<file path="config.mk">
export PLATFORM = sky130hd
export DESIGN_NAME = norm_divider
export DESIGN_NICKNAME = d
export VERILOG_FILES = /design/src/rtl/div_pkg.sv /design/src/rtl/msb_onehot.sv /design/src/rtl/onehot_to_bin.sv /design/src/rtl/norm_divider.sv
export SDC_FILE = /design/constraint.sdc
export NUM_CORES = 1
export LEC_CHECK = 0
export CAP_MARGIN = 20
export CELL_PAD_IN_SITES_DETAIL_PLACEMENT = 1
export CELL_PAD_IN_SITES_GLOBAL_PLACEMENT = 2
export CORE_MARGIN = 3
export CORE_UTILIZATION = 24
export DETAILED_ROUTE_END_ITERATION = 8
export GPL_ROUTABILITY_DRIVEN = 0
export PLACE_DENSITY_LB_ADDON = 0.1
export SYNTH_ARGS = -nofsm -noshare
export SYNTH_HDL_FRONTEND = slang
export SYNTH_SLANG_ARGS = --single-unit
</file>
<file path="constraint.sdc">
create_clock -name clk -period 6.1 [get_ports clk]
set_input_delay 0.61 -clock clk [delete_from_list [all_inputs] [get_ports clk]]
set_output_delay 0.61 -clock clk [all_outputs]
set_load 0.01 [all_outputs]
</file>
<file path="src/rtl/div_pkg.sv">
`default_nettype none
// ============================================================================
// Module      : div_pkg
// Description : Shared state encoding and width constants for norm_divider.
// Revision    : 1.0 - initial release
// ============================================================================
package div_pkg;

    localparam int DIV_N     = 32;
    localparam int DIV_CNT_W = $clog2(DIV_N);

    typedef enum logic [1:0] {
        IDLE = 2'd0,
        NORM = 2'd1,
        ITER = 2'd2,
        DONE = 2'd3
    } div_state_t;

endpackage : div_pkg
`default_nettype wire

</file>
<file path="src/rtl/msb_onehot.sv">
`default_nettype none
// ============================================================================
// Module      : msb_onehot
// Description : Isolates the most significant set bit of a vector (one-hot).
// Revision    : 1.0 - initial release
// ============================================================================
module msb_onehot #(
    parameter int N = 32
) (
    input  logic [N-1:0] i_vec,
    output logic [N-1:0] o_onehot
);

    // w_any_above[i] is set when any bit strictly above i is set
    logic [N-1:0] w_any_above;

    assign w_any_above[N-1] = 1'b0;
    assign o_onehot[N-1]    = i_vec[N-1];

    generate
        for (genvar gi = N - 2; gi >= 0; gi--) begin : g_bit
            assign w_any_above[gi] = w_any_above[gi+1] | i_vec[gi+1];
            assign o_onehot[gi]    = i_vec[gi] & ~w_any_above[gi];
        end
    endgenerate

endmodule : msb_onehot
`default_nettype wire

</file>
<file path="src/rtl/onehot_to_bin.sv">
`default_nettype none
// ============================================================================
// Module      : onehot_to_bin
// Description : One-hot to binary index encoder (all-zero input encodes 0).
// Revision    : 1.0 - initial release
// ============================================================================
module onehot_to_bin #(
    parameter int N = 32,
    parameter int W = $clog2(N)
) (
    input  logic [N-1:0] i_onehot,
    output logic [W-1:0] o_bin
);

    always_comb begin
        o_bin = '0;
        for (int i = 0; i < N; i++) begin
            if (i_onehot[i]) begin
                o_bin = o_bin | W'(i);
            end
        end
    end

endmodule : onehot_to_bin
`default_nettype wire

</file>
<file path="src/rtl/norm_divider.sv">
`default_nettype none
// ============================================================================
// Module      : norm_divider
// Description : Multi-cycle unsigned divider; operands are MSB-aligned in one
//               cycle so only the significant quotient bits are iterated.
// Revision    : 1.0 - initial release
// ============================================================================
module norm_divider
    import div_pkg::*;
#(
    parameter int N = DIV_N
) (
    input  logic         clk,
    input  logic         rst_n,
    input  logic         in_valid,
    output logic         in_ready,
    input  logic [N-1:0] dividend,
    input  logic [N-1:0] divisor,
    output logic         out_valid,
    input  logic         out_ready,
    output logic [N-1:0] quotient,
    output logic [N-1:0] remainder,
    output logic         div_by_zero
);

    localparam int CNT_W = $clog2(N);

    div_state_t       r_state;
    div_state_t       w_state_nxt;

    logic [N-1:0]     r_rem;
    logic [N-1:0]     r_dsr;
    logic [N-1:0]     r_quot;
    logic [CNT_W-1:0] r_cnt;
    logic             r_dbz;

    logic [N-1:0]     w_oh_dvd;
    logic [N-1:0]     w_oh_dsr;
    logic [CNT_W-1:0] w_pos_dvd;
    logic [CNT_W-1:0] w_pos_dsr;
    logic [CNT_W-1:0] w_shift;
    logic             w_accept;
    logic             w_dsr_zero;
    logic             w_trivial;
    logic             w_ge;

    assign in_ready    = (r_state == IDLE);
    assign out_valid   = (r_state == DONE);
    assign quotient    = r_quot;
    assign remainder   = r_rem;
    assign div_by_zero = r_dbz;

    assign w_accept   = in_valid & in_ready;
    assign w_dsr_zero = (r_dsr == '0);
    // Trivial operands are resolved in NORM from the captured registers
    assign w_trivial  = w_dsr_zero | (r_rem < r_dsr);
    assign w_ge       = (r_rem >= r_dsr);
    assign w_shift    = w_pos_dvd - w_pos_dsr;

    msb_onehot #(.N(N)) u_msb_dvd (
        .i_vec    (r_rem),
        .o_onehot (w_oh_dvd)
    );

    msb_onehot #(.N(N)) u_msb_dsr (
        .i_vec    (r_dsr),
        .o_onehot (w_oh_dsr)
    );

    onehot_to_bin #(.N(N), .W(CNT_W)) u_enc_dvd (
        .i_onehot (w_oh_dvd),
        .o_bin    (w_pos_dvd)
    );

    onehot_to_bin #(.N(N), .W(CNT_W)) u_enc_dsr (
        .i_onehot (w_oh_dsr),
        .o_bin    (w_pos_dsr)
    );

    always_ff @(posedge clk or negedge rst_n) begin
        if (!rst_n) begin
            r_state <= IDLE;
        end else begin
            r_state <= w_state_nxt;
        end
    end

    always_comb begin
        w_state_nxt = r_state;
        case (r_state)
            IDLE: if (w_accept) w_state_nxt = NORM;
            NORM: w_state_nxt = w_trivial ? DONE : ITER;
            ITER: if (r_cnt == '0) w_state_nxt = DONE;
            DONE: if (out_ready) w_state_nxt = IDLE;
            default: w_state_nxt = IDLE;
        endcase
    end

    always_ff @(posedge clk or negedge rst_n) begin
        if (!rst_n) begin
            r_rem  <= '0;
            r_dsr  <= '0;
            r_quot <= '0;
            r_cnt  <= '0;
            r_dbz  <= 1'b0;
        end else begin
            case (r_state)
                IDLE: begin
                    if (w_accept) begin
                        r_rem  <= dividend;
                        r_dsr  <= divisor;
                        r_quot <= '0;
                        r_dbz  <= 1'b0;
                    end
                end
                NORM: begin
                    if (w_dsr_zero) begin
                        r_quot <= '1;
                        r_dbz  <= 1'b1;
                    end else if (!w_trivial) begin
                        // Align divisor MSB with dividend MSB; never overflows
                        r_dsr <= r_dsr << w_shift;
                        r_cnt <= w_shift;
                    end
                end
                ITER: begin
                    if (w_ge) begin
                        r_rem  <= r_rem - r_dsr;
                        r_quot <= {r_quot[N-2:0], 1'b1};
                    end else begin
                        r_quot <= {r_quot[N-2:0], 1'b0};
                    end
                    r_dsr <= r_dsr >> 1;
                    if (r_cnt != '0) begin
                        r_cnt <= r_cnt - CNT_W'(1);
                    end
                end
                default: ;
            endcase
        end
    end

endmodule : norm_divider
`default_nettype wire

</file>
==> summary.txt <==
Route
  – Wire length per cell: between 20 and 25 um
  – Routed WL: 39650 um
  – ANT nets after route: 0
  – DRC Markers: 0
  – DRT Pass-1 Iters: 6
  – Routed vias/inst: 5.466
  – Via count: about 9k
  – DR iter-0 viols: 450

Place
  – Dpl ws: around 0.6 ns
  – I/O Buffers: 134
  – HPWL Detailed: around 30000 um

STA
  – Period utilisation layout: 90.79%
  – Skew final: ~0.010 ns
  – RSZ-0062 raised after global routing: false
  – Final hold vios: 0
  – Final Max Slew Viols: 0
  – Final Hold Slack: between 0.15 and 0.2 ns
  – Setup violators final: 0
  – Final worst setup slack: 0.5619 ns
  – Post-route setup TNS: 0 ns
  – Relative slew slack: 29.19%
  – Min cycle time layout: around 5.5 ns
  – Worst-Margin Slew: 1.062 ns
  – Max Fclk: 180.6 MHz

Critical path
  – CP Capture Type: flip-flop
  – Setup Crit Path Kind: reg2reg
  – Critical path arrival: 5.79 ns
  – Worst Setup Start Kind: flip-flop
  – CP max FO: 19
  – Worst EP required: around 6.4 ns

Die
  – Die width: 199.9 um
  – Initial Util: 24.52%
  – Core Region: approximately 37000 um2
  – Die Footprint: around 40000 um2
  – Die height: 199.9 um
  – IO Pins: 135
  – Cell Rows: 70

Clock tree
  – Clock Path Buffers: 2
  – Hold Buf Count CTS: 0
  – Clk Latency, worst-skew pair: 0.39 ns
  – # resized after CTS: 0
  – Postcts setup bufs: 0
  – CTS Buf Count: 9
  – H-Tree Depth: 3
  – Clk pin slew, worst setup/hold paths: ~0.090 ns
  – Clock sinks: 104
  – CTS tree: done
  – Clock root buffer: clkbuf_16

GRT
  – Tot GR Track Use: 20.03%
  – Grt ovf: 0
  – Number of global-route vias before repair: 9489
  – Initial antenna violation count: 0
  – Largest net degree at the start of global routing: 68
  – First-pass GRT wire length: roughly 61000 um

Logic synthesis
  – Seq/Total Area, Yosys: 28.85%
  – Yosys top cell by area: dfrtp_1
  – Number of synthesized flops with an enable pin: 0
  – Fraction of registers with async set or reset after synthesis: 100.0%
  – Synth Register Bits: 104
  – Synth top area cells: dfrtp_1, mux2i_1, ha_1, mux4_2, nand2_1
  – Synth top cells by count: nand2_1, dfrtp_1, a21oi_1, o21ai_0, nor2_1
  – Syn Nets: 1194
  – Most frequent cell after synthesis: nand2_1
  – Top FF cell, synth: dfrtp_1
  – Warnings from Yosys: 0
  – Avg Inst Size Synth: 8.337 um2
  – Synthesized area: between 9000 and 10000 um2
  – Synth cell types: 71
  – Syn Inst Count: 1082
  – Post-synth top area share: 28.85%

Min path
  – Hold Crit Class: in2async

Cells and area
  – Fraction of layout cells with a size suffix above 1: around 8.0%
  – Area Growth Syn to Fin: 24.70%
  – Final net count: between 1k and 1.5k
  – Antenna Cells: 0
  – Final Util: 30.58%

Outcome
  – Status: complete, no violations

Job
  – Max Cap Viol: 0
layout by cell type (no fill, tap or decap), types with 6 or more instances in the layout:
cell	netlist	final
buf_4	0	22
nand4_1	12	12
o21a_1	10	10
xor2_1	11	10
a21o_1	17	17
clkdlybuf4s50_1	0	133
a221oi_1	14	14
dfrtp_1	104	104
ha_1	42	38
or3_1	6	6
mux2_2	12	12
inv_1	56	56
nor4_1	8	8
mux2i_1	56	56
a311oi_1	7	7
mux4_2	23	23
clkbuf_16	0	9
o22ai_1	19	19
a31oi_1	15	15
nor3_1	11	11
o221ai_1	8	8
nand3_1	22	22
nand2_1	133	133
a21oi_1	94	94
o31ai_1	36	35
nor2b_1	17	17
nor2_1	69	69
and3_1	8	8
a211oi_1	19	19
xnor2_1	15	15
o21ai_0	91	91
o211ai_1	12	12
worst max-delay path, cell delays in order, from the launching register on:
cell and delay (ns):
dfrtp_1 0.47, nor4_4 0.42, nand4_2 0.21, nor4b_4 0.29, buf_4 0.19, inv_1 0.07
nor3_1 0.29, nand2_1 0.11, or3_1 0.35, o2111a_1 0.27, ha_2 0.19, fa_1 0.61
buf_4 0.31, mux2i_1 0.26, mux2i_1 0.16, a21oi_1 0.30, nand2_1 0.09, nand2_1 0.17
o21bai_1 0.12, a221oi_1 0.37, o22ai_1 0.14
area by class of cell:
cell class / instances / area, um2
clock buffers: 9 / 225.2
clock inverters: 7 / 96.34
fillers: 4319 / 25540
inverters: 58 / 220.2
multi-input cells: 850 / 5983
flip-flops and latches: 104 / 2603
well taps: 468 / 585.6
repair buffers: 157 / 1536
per-layer routing:
layer	vias up	track usage (%)	part of all wire [%]
li1	4239	-	-
met1	4558	28.81	49
met2	208	31.76	46
met3	30	3.256	4.3
met4	0	4.446	1.3
met5	-	0	0
final timing paths:
kind                       slack, ns             to           from  cells after the start
max in group asynchronous       4.96   quotient[10]          rst_n                      2
max                             0.56      r_dsr[28]  remainder[30]                     20
max reg2reg                     0.56      r_dsr[28]  remainder[30]                     20
min                             0.18  remainder[23]          rst_n                      1
min reg2reg                     0.49   quotient[31]   quotient[31]                      2
min in group clk                0.49   quotient[31]   quotient[31]                      2
logic make-up after synthesis:
family / after synthesis / share of synthesized area (%)
compound gates: 379 / 26.91
xor+xnor: 27 / 2.788
fa+ha+maj: 44 / 6.269
buf+inv: 128 / 5.506
flops: 104 / 28.85
mux: 91 / 13.45
simple gates: 309 / 16.23
state kept, by name (all words and copies together) (netlist names):
register	count
div_by_zero	1
quotient	32
r_cnt	5
r_dsr	32
r_state	2
remainder	32
through the flow:
stage                     cell area, um2  instances
after CTS                          11250       1653
final                              11250       1653
after floorplan                     9021       1082
after detailed placement           10930       1637
after global routing               11250       1653
after global placement             10930       1637
Power is not shown: default switching activity piles up to over one toggle a cycle in this logic, so the estimate is an artifact.
